### src/rtl/mgt_01_booth_multiplier_pkg.sv
// Shared types for the radix-4 Booth multiplier block.
//   XLEN        : default machine word width
//   mul_ops_e   : multiply flavours (low half, signed/unsigned/mixed high half)
//   fu_state_e  : functional-unit occupancy reported to the issue logic
package mgt_01_booth_multiplier_pkg;

    localparam int XLEN = 32;

    typedef enum logic [1:0] {
        MUL_    = 2'd0,
        MULH_   = 2'd1,
        MULHU_  = 2'd2,
        MULHSU_ = 2'd3
    } mul_ops_e;

    typedef enum logic {
        FREE = 1'b0,
        BUSY = 1'b1
    } fu_state_e;

    // Number of radix-4 steps needed for a WIDTH-bit operand extended by 2 bits.
    function automatic int booth_steps(input int width);
        return (width + 2) / 2;
    endfunction

endpackage

### src/rtl/mgt_01_booth_r4_step.sv
// One radix-4 Booth iteration (purely combinational).
//   acc_i   : accumulator {hi[WIDTH+3:0], multiplier[WIDTH+1:0], L}
//   mcand_i : multiplicand, already extended to WIDTH+2 bits (signed view)
//   acc_o   : accumulator after add of the recoded partial product and an
//             arithmetic shift right by 2
module mgt_01_booth_r4_step #(
    parameter int WIDTH = 32
) (
    input  logic [2*WIDTH+6:0] acc_i,
    input  logic [WIDTH+1:0]   mcand_i,
    output logic [2*WIDTH+6:0] acc_o
);

    localparam int EXT_W = WIDTH + 2;
    localparam int HI_W  = WIDTH + 4;
    localparam int ACC_W = 2 * WIDTH + 7;

    logic        [2:0]      sel;
    logic signed [HI_W-1:0] hi;
    logic signed [HI_W-1:0] b_ext;
    logic signed [HI_W-1:0] addend;
    logic signed [HI_W-1:0] hi_sum;
    logic signed [ACC_W-1:0] sum_acc;

    assign sel   = acc_i[2:0];
    assign hi    = acc_i[ACC_W-1 -: HI_W];
    // Two guard bits keep +/-2B inside the high-part range.
    assign b_ext = {{2{mcand_i[EXT_W-1]}}, mcand_i};

    always_comb begin
        addend = '0;
        unique case (sel)
            3'b001, 3'b010: addend = b_ext;
            3'b011:         addend = b_ext <<< 1;
            3'b100:         addend = -(b_ext <<< 1);
            3'b101, 3'b110: addend = -b_ext;
            default:        addend = '0;
        endcase
    end

    assign hi_sum  = hi + addend;
    assign sum_acc = {hi_sum, acc_i[ACC_W-HI_W-1:0]};
    assign acc_o   = sum_acc >>> 2;

endmodule

### src/rtl/mgt_01_booth_multiplier.sv
// Iterative radix-4 Booth multiplier, one step per enabled cycle.
//   clk_i, rst_n_i        : clock, asynchronous active-low reset
//   clk_en_i              : stall; state holds while low (kill/reset excepted)
//   kill_i                : flush, returns to IDLE and drops any result
//   valid_i / ready_o     : request handshake (operation_i, multiplicand_i, multiplier_i)
//   valid_o / ready_i     : result handshake (result_o)
//   fu_state_o            : FREE while idle, BUSY otherwise
module mgt_01_booth_multiplier
    import mgt_01_booth_multiplier_pkg::*;
#(
    parameter int WIDTH       = 32,
    parameter bit ZERO_BYPASS = 1'b1
) (
    input  logic             clk_i,
    input  logic             rst_n_i,
    input  logic             clk_en_i,
    input  logic             kill_i,
    input  logic             valid_i,
    output logic             ready_o,
    input  mul_ops_e         operation_i,
    input  logic [WIDTH-1:0] multiplicand_i,
    input  logic [WIDTH-1:0] multiplier_i,
    output logic             valid_o,
    input  logic             ready_i,
    output logic [WIDTH-1:0] result_o,
    output fu_state_e        fu_state_o
);

    localparam int EXT_W   = WIDTH + 2;
    localparam int ACC_W   = 2 * WIDTH + 7;
    localparam int N_STEPS = booth_steps(WIDTH);
    localparam int CNT_W   = $clog2(N_STEPS + 1);

    typedef enum logic [1:0] {
        S_IDLE    = 2'd0,
        S_COMPUTE = 2'd1,
        S_DONE    = 2'd2
    } state_e;

    state_e           state_q, state_d;
    logic [CNT_W-1:0] cnt_q, cnt_d;
    logic [ACC_W-1:0] acc_q, acc_d;
    logic [WIDTH-1:0] result_q, result_d;
    logic [EXT_W-1:0] mcand_q, mcand_d;
    mul_ops_e         op_q, op_d;

    logic             a_signed;
    logic             b_signed;
    logic [EXT_W-1:0] mcand_ext;
    logic [EXT_W-1:0] mplier_ext;
    logic             operands_zero;
    logic [ACC_W-1:0] step_acc;

    assign a_signed   = (operation_i != MULHU_);
    assign b_signed   = (operation_i == MUL_) || (operation_i == MULH_);
    assign mcand_ext  = {{2{a_signed & multiplicand_i[WIDTH-1]}}, multiplicand_i};
    assign mplier_ext = {{2{b_signed & multiplier_i[WIDTH-1]}}, multiplier_i};
    assign operands_zero = ZERO_BYPASS &&
                           ((multiplicand_i == '0) || (multiplier_i == '0));

    mgt_01_booth_r4_step #(
        .WIDTH (WIDTH)
    ) u_step (
        .acc_i   (acc_q),
        .mcand_i (mcand_q),
        .acc_o   (step_acc)
    );

    always_comb begin
        state_d  = state_q;
        cnt_d    = cnt_q;
        acc_d    = acc_q;
        result_d = result_q;
        mcand_d  = mcand_q;
        op_d     = op_q;

        if (kill_i) begin
            state_d  = S_IDLE;
            cnt_d    = '0;
            acc_d    = '0;
            result_d = '0;
        end else if (clk_en_i) begin
            unique case (state_q)
                S_IDLE: begin
                    if (valid_i) begin
                        op_d    = operation_i;
                        mcand_d = mcand_ext;
                        cnt_d   = '0;
                        if (operands_zero) begin
                            acc_d    = '0;
                            result_d = '0;
                            state_d  = S_DONE;
                        end else begin
                            // Multiplier sits in the low half with the Booth L bit = 0.
                            acc_d   = {{(WIDTH + 4){1'b0}}, mplier_ext, 1'b0};
                            state_d = S_COMPUTE;
                        end
                    end
                end
                S_COMPUTE: begin
                    acc_d = step_acc;
                    cnt_d = cnt_q + CNT_W'(1);
                    // The last step's product goes straight into the result register.
                    if (cnt_q == CNT_W'(N_STEPS - 1)) begin
                        state_d  = S_DONE;
                        result_d = (op_q == MUL_) ? step_acc[WIDTH:1]
                                                  : step_acc[2*WIDTH:WIDTH+1];
                    end
                end
                S_DONE: begin
                    if (ready_i) begin
                        state_d = S_IDLE;
                    end
                end
                default: begin
                    state_d = S_IDLE;
                end
            endcase
        end
    end

    always_ff @(posedge clk_i or negedge rst_n_i) begin
        if (!rst_n_i) begin
            state_q  <= S_IDLE;
            cnt_q    <= '0;
            acc_q    <= '0;
            result_q <= '0;
        end else begin
            state_q  <= state_d;
            cnt_q    <= cnt_d;
            acc_q    <= acc_d;
            result_q <= result_d;
        end
    end

    // Operand/operation latches are only meaningful after an accept.
    always_ff @(posedge clk_i) begin
        mcand_q <= mcand_d;
        op_q    <= op_d;
    end

    assign ready_o    = (state_q == S_IDLE);
    assign valid_o    = (state_q == S_DONE);
    assign result_o   = result_q;
    assign fu_state_o = (state_q == S_IDLE) ? FREE : BUSY;

endmodule

### config.mk
export PLATFORM = sky130hd
export DESIGN_NAME = mgt_01_booth_multiplier
export DESIGN_NICKNAME = d
export VERILOG_FILES = /design/src/rtl/mgt_01_booth_multiplier_pkg.sv /design/src/rtl/mgt_01_booth_r4_step.sv /design/src/rtl/mgt_01_booth_multiplier.sv
export SDC_FILE = /design/constraint.sdc
export NUM_CORES = 1
export LEC_CHECK = 0
export BUFFER_PORTS_ARGS = -buffer_cell sky130_fd_sc_hd__buf_4
export CAP_MARGIN = 20
export CORE_ASPECT_RATIO = 0.75
export CORE_UTILIZATION = 55
export DETAILED_ROUTE_END_ITERATION = 8
export PLACE_DENSITY = 0.77
export SLEW_MARGIN = 15
export SYNTH_ARGS = -nofsm -noshare
export SYNTH_HDL_FRONTEND = slang
export SYNTH_SLANG_ARGS = --single-unit
### constraint.sdc
create_clock -name clk_i -period 7 [get_ports clk_i]
set_clock_uncertainty 0.15 [all_clocks]
set_input_delay 1.4 -clock clk_i [delete_from_list [all_inputs] [get_ports clk_i]]
set_output_delay 1.4 -clock clk_i [all_outputs]
set_load 0.005 [all_outputs]
==> impl_metrics.toml <==
[yosys]
synth_edf_count = 35
yosysSeqAreaShare_pct = 38.98
synth_cells = 1125
syn_nets = 1236
synth_top_cell_area_share_pct = 28.06
ys_warn_count = 0
synthFlopType = "dfrtp_1"
syn_area_per_cell_um2 = 8.560
synth-async-reset-ratio_pct = 75.52
synth-seq-cells = 143
synth.area.top_cells = "dfrtp_1 (28%), edfxtp_1 (11%), o21ai_0 (6.6%)"
yosys.area.top_type = "dfrtp_1"
syn-cell-area_um2 = 9630
yosysUniqueCellTypes = 69

[detailed_routing]
via_per_inst = 6.398
wirelength_um = 28840
post_drt_wl_per_cell_um = 19.97
dr.pass1.iters = 6
dr.first_iter.drc_count = 957
final_antenna_net_count = 0
drc = 0
vias = 9239

[critical_path]
critPathMaxFanout = 9
startpoint_type = "register"
path_class = "reg2reg"
cp.arrival_ns = 5.82
r2r-start = "mcand_q[0]$_DFFE_PP_"
startpoint = "mcand_q[0]$_DFFE_PP_"
cp-end-kind = "register"
crit_required_ns = 7.17

[timing]
tightest_slew_ns = 1.067
whs_ns = 0.3312
finalCriticalPeriod_ns = 5.645
rsz0062_at_grt = "false"
period_share_pct = 80.64
tns_ns = 0
timing.fmax_mhz = 177.1
finalSetupViolations = 0
drv_slew = 0
relSlewSlack_pct = 28.33
worst_slack_ns = 1.355
hold_viol_final = 0

[cts]
cts_tree = "built"
clk_transition_reported_paths_ns = 0.07
cts_setup_buffers = 0
clk-insertion-delay-late_ns = 0.43
clock_sink_count = 143
ctsLongestPathBuffers = 2
post_cts_resize_count = 0
cts_made_buffers = 17
cts_root_buffer = "clkbuf_16"
cts_max_level = 4
postCtsHoldBufs = 0

[global_route]
grt_pass1_wl_um = 45330
antenna_found_initial = 1
overflow = 0
gr-usage-all-layers_pct = 32.70
grt_start_max_net_pins = 63
grt_pass1_vias = 8288

[power]
pwr-share-seq_pct = 37.1
internal_power_mw = 1.696
switching_share_pct = 36.95
p_sw_mw = 0.9939
p_leak_nw = 4.758
p_clk_share_pct = 33.5
vdd_drop_max_uv = 119.9
p_comb_share_pct = 29.4
powerDensity_nw_per_um2 = 241.1

[floorplan]
fp.dieW_um = 154.8
ioPinCount = 107
core-area_um2 = 16980
fp.dieH_um = 116.6
initial_utilization_pct = 56.72
num_rows = 41
die_area_um2 = 18050

[placement]
place_ws_ns = 1.482
io_buffers = 106
dp_hpwl_um = 20970
routabilityCongestion = 0.9531

[min_path]
worstHoldPathType = "reg2reg"
hold_start = "result_o[10]$_DFFE_PN0P_"

[run]
drv_cap = 0

[final_layout]
syn2layout_area_growth_pct = 15.85
drive_above_1_share_pct = 14.82
regArea_um2 = 3754
num_antenna_cells = 0
fillers = 1394
multiInputGateArea_um2 = 5530
final_net_count = 1306

[status]
outcome = "finished clean"
cells in the mapped netlist, types with 21 or more instances:
cell,number
a22oi_1,36
clkbuf_1,62
a22o_1,22
dfrtp_1,108
xnor2_1,43
o21ai_0,127
nor2_1,93
nand2_1,152
nor3_1,30
ha_1,38
edfxtp_1,35
inv_1,28
a21oi_1,72
xor2_1,21
worst paths after layout:
check / to / slack (ns) / cells after the start
max: acc_q[69]$_DFFE_PN0P_ / 1.36 / 19
max in group asynchronous: acc_q[66]$_DFFE_PN0P_ / 4.63 / 2
max reg2reg: acc_q[69]$_DFFE_PN0P_ / 1.36 / 19
min reg2reg: result_o[10]$_DFFE_PN0P_ / 0.33 / 2
min: result_o[10]$_DFFE_PN0P_ / 0.33 / 2
min in group asynchronous: acc_q[10]$_DFFE_PN0P_ / 0.82 / 1
per-stage QoR:
stage	utilization [%]	cell area, um2	cells	total power [mW]
6_report	65.71	11160	1444	2.690
5_1_grt	65.71	11160	1444	2.809
4_1_cts	65.71	11160	1444	2.683
3_5_place_dp	62.34	10590	1412	1.781
3_3_place_gp	62.32	10580	1411	1.773
2_1_floorplan	-	9630	1125	1.516
sequential cells by signal, summed over array words and instances (netlist names):
register / count
result_o: 32
op_q: 2
cnt_q: 5
state_q: 2
acc_q: 69
mcand_q: 33
placed cells by master (no fill, tap or decap), drive strengths merged, types with 7 or more instances in the layout:
cell type and count:
o21bai 10, o21ai 131, a211oi 8, a32oi 10, inv 38, edfxtp 35, nand4 11, mux2i 17
o31ai 11, and3 8, nand2b 7, a31oi 8, nand2 152, o22ai 10, buf 120, o221ai 10
dfrtp 108, ha 38, clkbuf 18, a21oi 72, xnor2 43, nor2 93, a22oi 37, nor4 20
o21a 7, xor2 21, nor3 34, a22o 22, nand3 13, or3 20, a21o 12
per-layer routing:
layer	share of wire [%]	vias up	wire (um)	track usage [%]
li1	-	4317	-	-
met1	46	4410	13170	47.97
met2	44	459	12640	49.23
met3	8.4	51	2422	5.603
met4	2.0	2	591	10.50
met5	0.045	-	13	0
power by group through the flow:
stage / Combinational (mW) / Clock, mW / Sequential [mW]
2_1_floorplan: 0.537 / 0 / 0.979
3_3_place_gp: 0.764 / 0 / 1.01
3_5_place_dp: 0.770 / 0 / 1.01
4_1_cts: 0.778 / 0.909 / 0.996
5_1_grt: 0.861 / 0.940 / 1.01
6_report: 0.791 / 0.900 / 0.999
worst max-delay path: stages, from the launching register on:
cell and delay (ns):
edfxtp_1 0.45, inv_1 0.11, ha_1 0.24, nor3b_1 0.42
nand4_1 0.40, or2_2 0.47, nor2_1 0.41, o21ai_0 0.14
a221oi_1 0.26, o21ai_0 0.12, o21ai_0 0.18, ha_1 0.42
a21o_1 0.22, a21o_1 0.19, a211oi_1 0.30, o2111ai_1 0.16
or3_1 0.34, a21oi_1 0.20, o32ai_1 0.12, a21bo_1 0.22
logic make-up (layout without fill, tap and decap cells):
logic type / Yosys count / count (layout) / synth area share, %
xor+xnor: 64 / 64 / 5.820
flops: 143 / 143 / 38.98
compound gates: 387 / 387 / 25.98
simple gates: 377 / 377 / 18.42
buf+inv: 98 / 181 / 3.885
mux: 17 / 17 / 1.767
fa+ha+maj: 39 / 39 / 5.145
layout make-up:
class                      instances  share of cell area, %
tap                              236                  2.647
timing repair buffer             120                  8.041
inverter                          29                 0.9757
sequential                       143                  33.64
multi-input combinational        884                  49.57
clock buffer                      18                  3.847
clock inverter                    14                  1.278
No activity file was read; power rests on OpenSTA's default activity.
